### src/rtl/b1_disc_sched_if.sv
// Signal bundle between the B1 tracking channels and the shared discriminator scheduler.
// Dumps are fire-and-forget pulses; start/update are one-cycle strobes with no back-pressure.
interface b1_disc_sched_if #(
   parameter int NCH = 4,
   parameter int CHW = 2
);
   logic           rx_en;
   logic [NCH-1:0] rx_dump;
   logic           rx_ovr_clr;
   logic [CHW-1:0] tx_sel;
   logic           tx_eng_start;
   logic [NCH-1:0] tx_upd;
   logic [CHW-1:0] tx_upd_ch;
   logic           tx_busy;
   logic [NCH-1:0] tx_ovr;
   logic [15:0]    tx_ovr_cnt;
   logic [1:0]     dbg_state;

   // Handshake: rx_dump has no ready; each pulse lands in a one-deep per-channel
   // pending slot, and a pulse into an occupied slot is flagged as an overrun.
   modport master (
      output rx_en, rx_dump, rx_ovr_clr,
      input  tx_sel, tx_eng_start, tx_upd, tx_upd_ch, tx_busy, tx_ovr, tx_ovr_cnt, dbg_state
   );
   modport slave (
      input  rx_en, rx_dump, rx_ovr_clr,
      output tx_sel, tx_eng_start, tx_upd, tx_upd_ch, tx_busy, tx_ovr, tx_ovr_cnt, dbg_state
   );
endinterface

### src/rtl/b1_disc_sched.sv
// Round-robin scheduler sharing one non-pipelined discriminator engine between NCH channels.
// All outputs are registered; one operation is ISSUE, LAT-1 WAIT cycles, then WRITE.
module b1_disc_sched #(
   parameter int NCH = 4,
   parameter int CHW = 2,
   parameter int LAT = 20
) (
   input logic          rx_clk,
   input logic          rx_rst_n,
   b1_disc_sched_if.slave bus
);
   typedef enum logic [1:0] {S_IDLE = 2'd0, S_ISSUE = 2'd1, S_WAIT = 2'd2, S_WRITE = 2'd3} state_t;

   state_t         state_q, state_d;
   logic [NCH-1:0] pend_q, pend_d;
   logic [NCH-1:0] ovr_q, ovr_d;
   logic [NCH-1:0] upd_q, upd_d;
   logic [CHW-1:0] sel_q, sel_d;
   logic [CHW-1:0] last_q, last_d;
   logic [CHW-1:0] upd_ch_q, upd_ch_d;
   logic [4:0]     cnt_q, cnt_d;
   logic [15:0]    ovr_cnt_q, ovr_cnt_d;
   logic           start_q, start_d;
   logic           busy_q, busy_d;

   logic [NCH-1:0] issue_mask, ovr_hit;
   logic [CHW-1:0] winner, idx;
   logic           found, grant;
   logic [3:0]     ovr_k;
   logic [16:0]    ovr_sum;

   // First pending channel after the last one granted, wrapping modulo NCH.
   always_comb begin
      winner = last_q;
      found  = 1'b0;
      idx    = '0;
      for (int j = 1; j <= NCH; j++) begin
         idx = CHW'((int'(last_q) + j) % NCH);
         if (!found && pend_q[idx]) begin
            winner = idx;
            found  = 1'b1;
         end
      end
   end

   // A dump landing on the channel being issued this cycle is a fresh request, not an overrun.
   always_comb begin
      issue_mask = '0;
      if (state_q == S_ISSUE) issue_mask[sel_q] = 1'b1;
      ovr_hit = bus.rx_dump & pend_q & ~issue_mask;
      pend_d  = (pend_q & ~issue_mask) | bus.rx_dump;
      ovr_k   = '0;
      for (int i = 0; i < NCH; i++) ovr_k = ovr_k + {3'b000, ovr_hit[i]};
      ovr_sum   = (bus.rx_ovr_clr ? 17'd0 : {1'b0, ovr_cnt_q}) + 17'(ovr_k);
      ovr_cnt_d = ovr_sum[16] ? 16'hFFFF : ovr_sum[15:0];
      ovr_d     = (bus.rx_ovr_clr ? '0 : ovr_q) | ovr_hit;
   end

   always_comb begin
      state_d  = state_q;
      sel_d    = sel_q;
      last_d   = last_q;
      cnt_d    = cnt_q;
      grant    = bus.rx_en && (pend_q != '0);
      case (state_q)
         S_IDLE: begin
            if (grant) begin
               state_d = S_ISSUE;
               sel_d   = winner;
            end
         end
         S_ISSUE: begin
            last_d  = sel_q;
            cnt_d   = 5'(LAT - 1);
            state_d = S_WAIT;
         end
         S_WAIT: begin
            cnt_d = cnt_q - 5'd1;
            if (cnt_q == 5'd1) state_d = S_WRITE;
         end
         S_WRITE: begin
            if (grant) begin
               state_d = S_ISSUE;
               sel_d   = winner;
            end else begin
               state_d = S_IDLE;
            end
         end
         default: state_d = S_IDLE;
      endcase
      start_d  = (state_d == S_ISSUE);
      busy_d   = (state_d != S_IDLE);
      upd_d    = '0;
      upd_ch_d = '0;
      if (state_d == S_WRITE) begin
         upd_d[sel_d] = 1'b1;
         upd_ch_d     = sel_d;
      end
   end

   always_ff @(posedge rx_clk or negedge rx_rst_n) begin
      if (!rx_rst_n) begin
         state_q   <= S_IDLE;
         pend_q    <= '0;
         ovr_q     <= '0;
         upd_q     <= '0;
         sel_q     <= '0;
         last_q    <= CHW'(NCH - 1);
         upd_ch_q  <= '0;
         cnt_q     <= '0;
         ovr_cnt_q <= '0;
         start_q   <= 1'b0;
         busy_q    <= 1'b0;
      end else begin
         state_q   <= state_d;
         pend_q    <= pend_d;
         ovr_q     <= ovr_d;
         upd_q     <= upd_d;
         sel_q     <= sel_d;
         last_q    <= last_d;
         upd_ch_q  <= upd_ch_d;
         cnt_q     <= cnt_d;
         ovr_cnt_q <= ovr_cnt_d;
         start_q   <= start_d;
         busy_q    <= busy_d;
      end
   end

   assign bus.tx_sel       = sel_q;
   assign bus.tx_eng_start = start_q;
   assign bus.tx_upd       = upd_q;
   assign bus.tx_upd_ch    = upd_ch_q;
   assign bus.tx_busy      = busy_q;
   assign bus.tx_ovr       = ovr_q;
   assign bus.tx_ovr_cnt   = ovr_cnt_q;
   assign bus.dbg_state    = state_q;
endmodule

### src/flat_wrapper.sv
// flat-port wrapper written by rule: the top's interface ports become plain ports
module b1_disc_sched_flat 
#(
   parameter int NCH = 4,
   parameter int CHW = 2,
   parameter int LAT = 20
)
  (rx_clk, rx_rst_n, bus_rx_en, bus_rx_dump, bus_rx_ovr_clr, bus_tx_sel, bus_tx_eng_start, bus_tx_upd, bus_tx_upd_ch, bus_tx_busy, bus_tx_ovr, bus_tx_ovr_cnt, bus_dbg_state);
  b1_disc_sched_if #(.NCH(NCH), .CHW(CHW)) bus_i ();
  input logic rx_clk;
  input logic rx_rst_n;
  input wire logic [$bits(bus_i.rx_en)-1:0] bus_rx_en;
  input wire logic [$bits(bus_i.rx_dump)-1:0] bus_rx_dump;
  input wire logic [$bits(bus_i.rx_ovr_clr)-1:0] bus_rx_ovr_clr;
  output wire logic [$bits(bus_i.tx_sel)-1:0] bus_tx_sel;
  output wire logic [$bits(bus_i.tx_eng_start)-1:0] bus_tx_eng_start;
  output wire logic [$bits(bus_i.tx_upd)-1:0] bus_tx_upd;
  output wire logic [$bits(bus_i.tx_upd_ch)-1:0] bus_tx_upd_ch;
  output wire logic [$bits(bus_i.tx_busy)-1:0] bus_tx_busy;
  output wire logic [$bits(bus_i.tx_ovr)-1:0] bus_tx_ovr;
  output wire logic [$bits(bus_i.tx_ovr_cnt)-1:0] bus_tx_ovr_cnt;
  output wire logic [$bits(bus_i.dbg_state)-1:0] bus_dbg_state;
  assign bus_i.rx_en = bus_rx_en;
  assign bus_i.rx_dump = bus_rx_dump;
  assign bus_i.rx_ovr_clr = bus_rx_ovr_clr;
  assign bus_tx_sel = bus_i.tx_sel;
  assign bus_tx_eng_start = bus_i.tx_eng_start;
  assign bus_tx_upd = bus_i.tx_upd;
  assign bus_tx_upd_ch = bus_i.tx_upd_ch;
  assign bus_tx_busy = bus_i.tx_busy;
  assign bus_tx_ovr = bus_i.tx_ovr;
  assign bus_tx_ovr_cnt = bus_i.tx_ovr_cnt;
  assign bus_dbg_state = bus_i.dbg_state;
  b1_disc_sched #(.NCH(NCH), .CHW(CHW), .LAT(LAT)) u_core (.rx_clk(rx_clk), .rx_rst_n(rx_rst_n), .bus(bus_i));
endmodule
### config.mk
export PLATFORM = sky130hd
export DESIGN_NAME = b1_disc_sched_flat
export DESIGN_NICKNAME = d
export VERILOG_FILES = /design/src/rtl/b1_disc_sched_if.sv /design/src/rtl/b1_disc_sched.sv /design/src/flat_wrapper.sv
export SDC_FILE = /design/constraint.sdc
export NUM_CORES = 1
export LEC_CHECK = 0
export BUFFER_PORTS_ARGS = -buffer_cell sky130_fd_sc_hd__buf_2
export CAP_MARGIN = 0
export CELL_PAD_IN_SITES_DETAIL_PLACEMENT = 0
export CELL_PAD_IN_SITES_GLOBAL_PLACEMENT = 1
export CORE_ASPECT_RATIO = 0.7
export CORE_UTILIZATION = 46
export DETAILED_ROUTE_END_ITERATION = 8
export GPL_TIMING_DRIVEN = 0
export PLACE_DENSITY = 0.95
export SYNTH_ARGS = -nofsm -noshare
export SYNTH_HDL_FRONTEND = slang
export SYNTH_SLANG_ARGS = --single-unit
### constraint.sdc
create_clock -name rx_clk -period 9.8 [get_ports rx_clk]
set_input_delay 0.98 -clock rx_clk [delete_from_list [all_inputs] [get_ports rx_clk]]
set_output_delay 0.98 -clock rx_clk [all_outputs]
set_load 0.05 [all_outputs]
==> flow_summary.ini <==
[power_and_ir_drop]
power.clock.fraction = 0.188
p_int_uw = 423
seqPwrFrac = 0.335
p_comb_frac = 0.478
vdd_drop_max_v = 0.000151
power.switching_uw = 349
p_per_area_nw_per_um2 = 303
switching_share = 0.452
p_leak_nw = 1.21

[critical_path]
startpoint_type = register
critical_path.most_common_cell = ha_1
endpoint_kind = register
crit_path_max_incr_delay_ns = 0.49
crit_chain = inv_1, ha_1, nand2_1, o21ai_0, nor2_1, ha_1, fa_1, ha_1, fa_1, a21oi_1, nor3_1, nand2_1, buf_2, nand3_1
critPathRequiredTime_ns = 9.98
slowest_stage = a21oi_1
cp_max_fo = 10
r2r_slack_ns = 5.79
path_class = register to register
crit_arrival_ns = 4.19

[route]
routedWlPerCell_um = 14.4
drcViolationCount = 2
ant_nets = 0
vias = 1689
drt-total-wl_um = 4550
viasPerCell = 5.36
first_iter_violations = 79
dr.pass1.iters = 6

[clocking]
cts_tree = built
clk_latency_ns = 0.30
cts_buffers = 5
root_buffer = clkbuf_8
clk_pin_slew_ns = 0.08
htreeDepth = 2
clock-sinks = 43
cts_resized = 0
cts_hold_buffers = 0
post-cts-setup-buffer-count = 0
clockBufferDepth = 2

[global_route]
antenna_found_initial = 0
first_global_vias = 1613
grtUsageTotal = 0.205
grt_pass1_wl_um = 7780
gr-total-overflow = 0
grt_max_degree = 44

[synth]
synthCells = 213
yosysUniqueCellTypes = 43
synthesis.area_um2 = 2170
syn_avg_cell_area_um2 = 10.2
synth_commonest_cells = dfrtp_1, nand2_1, nor2_1
ys_dominant_reg_cell = dfrtp_1
ys_ff_latch = 43
yosys-top-cells-area = dfrtp_1, ha_1, nand2_1, xnor2_1, nor3_1
async_reset_ff_frac = 1.00
ys_warn_count = 0
synth_edf_count = 0
ys_seq_area_frac = 0.498
yosysMostFrequentCell = dfrtp_1
yosys.area.top_type_share = 0.473
synth_top_area_cell = dfrtp_1
syn-num-nets = 234

[sta]
slew_viol_final = 0
final_hold_viol_count = 0
fin_crit_sh = 0.409
max_freq_mhz = 249
timing_worst_slew_pin_value_ns = 0.933
min_period_ns = 4.01
tns_ns = 0
relSlewSlack = 0.378
grt_setup_unrepaired = false
setup_viol = 0
clock_skew_ns = 0.00871

[finish]
drive_gt1_frac = 0.208
nets = 280
area_delta_synth_final_pct = 17.6
finalNonFillerCells = 315
diodes = 0
fill_cells = 414

[place]
detailed_place_hpwl_um = 3260
gp_congestion = 0.806
dp_cells = 307
io_buffers = 39

[floorplanning]
die_x_um = 84.0
coreArea_um2 = 4430
num_io_pins = 40
die-area_um2 = 4990
num_rows = 20
initial_core_util = 0.489
dieHeight_um = 59.4

[outcome]
outcome = finished with violations
violations = design-rule violations

[job]
cap_violations = 0

[min_path]
min_path_type = register to register
power groups by stage:
| stage | clock (mW) | sequential [mW] | combinational [mW] |
|---|---|---|---|
| 2_1_floorplan | 0 | 0.366 | 0.177 |
| 3_3_place_gp | 0 | 0.261 | 0.359 |
| 3_5_place_dp | 0 | 0.262 | 0.367 |
| 4_1_cts | 0.146 | 0.259 | 0.372 |
| 5_1_grt | 0.155 | 0.265 | 0.405 |
| 6_report | 0.145 | 0.258 | 0.369 |
layout make-up:
type | count | area [um^2] | share of cell area
sequential | 43 | 1080 | 0.423
multi-input combinational | 152 | 1020 | 0.400
timing repair buffer | 39 | 195 | 0.0766
clock buffer | 6 | 82.6 | 0.0324
tap | 55 | 68.8 | 0.0270
inverter | 12 | 45.0 | 0.0177
clock inverter | 2 | 35.0 | 0.0137
buffer | 6 | 23.8 | 0.00933
worst max-delay path, delay by kind of cell (launching register included):
family / cells / cell delay (ns)
adders and majority gates: 5 / 1.76
and+or+nand+nor: 5 / 0.64
DFF: 1 / 0.42
AOI/OAI and AO/OA: 2 / 0.73
buffers and inverters: 2 / 0.33
worst paths after layout:
kind	from	end	cells past startpoint
max in group asynchronous	rx_rst_n	u_core.bus.dbg_state[1]	1
worst max register to register	u_core.bus.dbg_state[1]	u_core.bus.tx_ovr_cnt[9]	14
min in group asynchronous	rx_rst_n	u_core.bus.tx_ovr[2]	1
worst min-delay path	u_core.bus.tx_ovr[1]	u_core.bus.tx_ovr[1]	1
worst max-delay path	u_core.bus.dbg_state[1]	u_core.bus.tx_ovr_cnt[9]	14
worst min register to register	u_core.bus.tx_ovr[1]	u_core.bus.tx_ovr[1]	1
metal layers:
layer	vias up	share of wire	global-route usage	wire length [um]
li1	835	-	-	-
met1	807	0.50	0.290	2280
met2	42	0.44	0.306	1980
met3	5	0.053	0.0585	241
met4	0	0.0095	0.0714	43
met5	-	0	0	0
metrics by stage:
step	instance area (um^2)	power, mW	utilization	hold slack, ns	setup WS (ns)
after global routing	2550	0.825	0.575	0.499	5.42
after detailed placement	2430	0.629	0.549	0.468	5.74
after floorplan	2170	0.543	-	0.484	6.06
after CTS	2550	0.776	0.575	0.490	5.78
final	2550	0.771	0.575	0.489	5.79
after global placement	2430	0.619	0.549	0.465	5.76
cells in the final DEF (no fill, tap or decap), drive strengths merged, types with 6 or more instances in the layout:
cell type / synthesis / layout
clkbuf: 5 / 11
ha: 11 / 11
dfrtp: 41 / 41
nor2: 13 / 13
o21ai: 16 / 16
a21o: 6 / 6
xnor2: 8 / 8
nor2b: 6 / 6
nand3: 7 / 7
nor3: 12 / 12
nand2b: 6 / 6
a21oi: 7 / 7
inv: 12 / 12
nand2: 22 / 22
buf: 1 / 40
cell families (layout without fill, tap and decap cells):
family	count (synthesis)	after routing	share of synthesized area
AO/OA/AOI/OAI	43	43	0.137
XOR/XNOR	8	8	0.0323
adder cells (fa/ha/maj)	13	13	0.0820
buffers and inverters	18	65	0.0318
flip-flops	43	43	0.498
multiplexers	4	4	0.0191
AND/OR/NAND/NOR	84	84	0.200
flip-flops by register name, indices dropped and copies added, names as in the netlist, 2 cells and up:
signal                 flops
u_core.bus.dbg_state       2
u_core.bus.tx_ovr          4
u_core.bus.tx_ovr_cnt     16
u_core.bus.tx_sel          2
u_core.bus.tx_upd          4
u_core.bus.tx_upd_ch       2
u_core.cnt_q               5
u_core.last_q              2
u_core.pend_q              4
(Power assumes the default switching activity.)
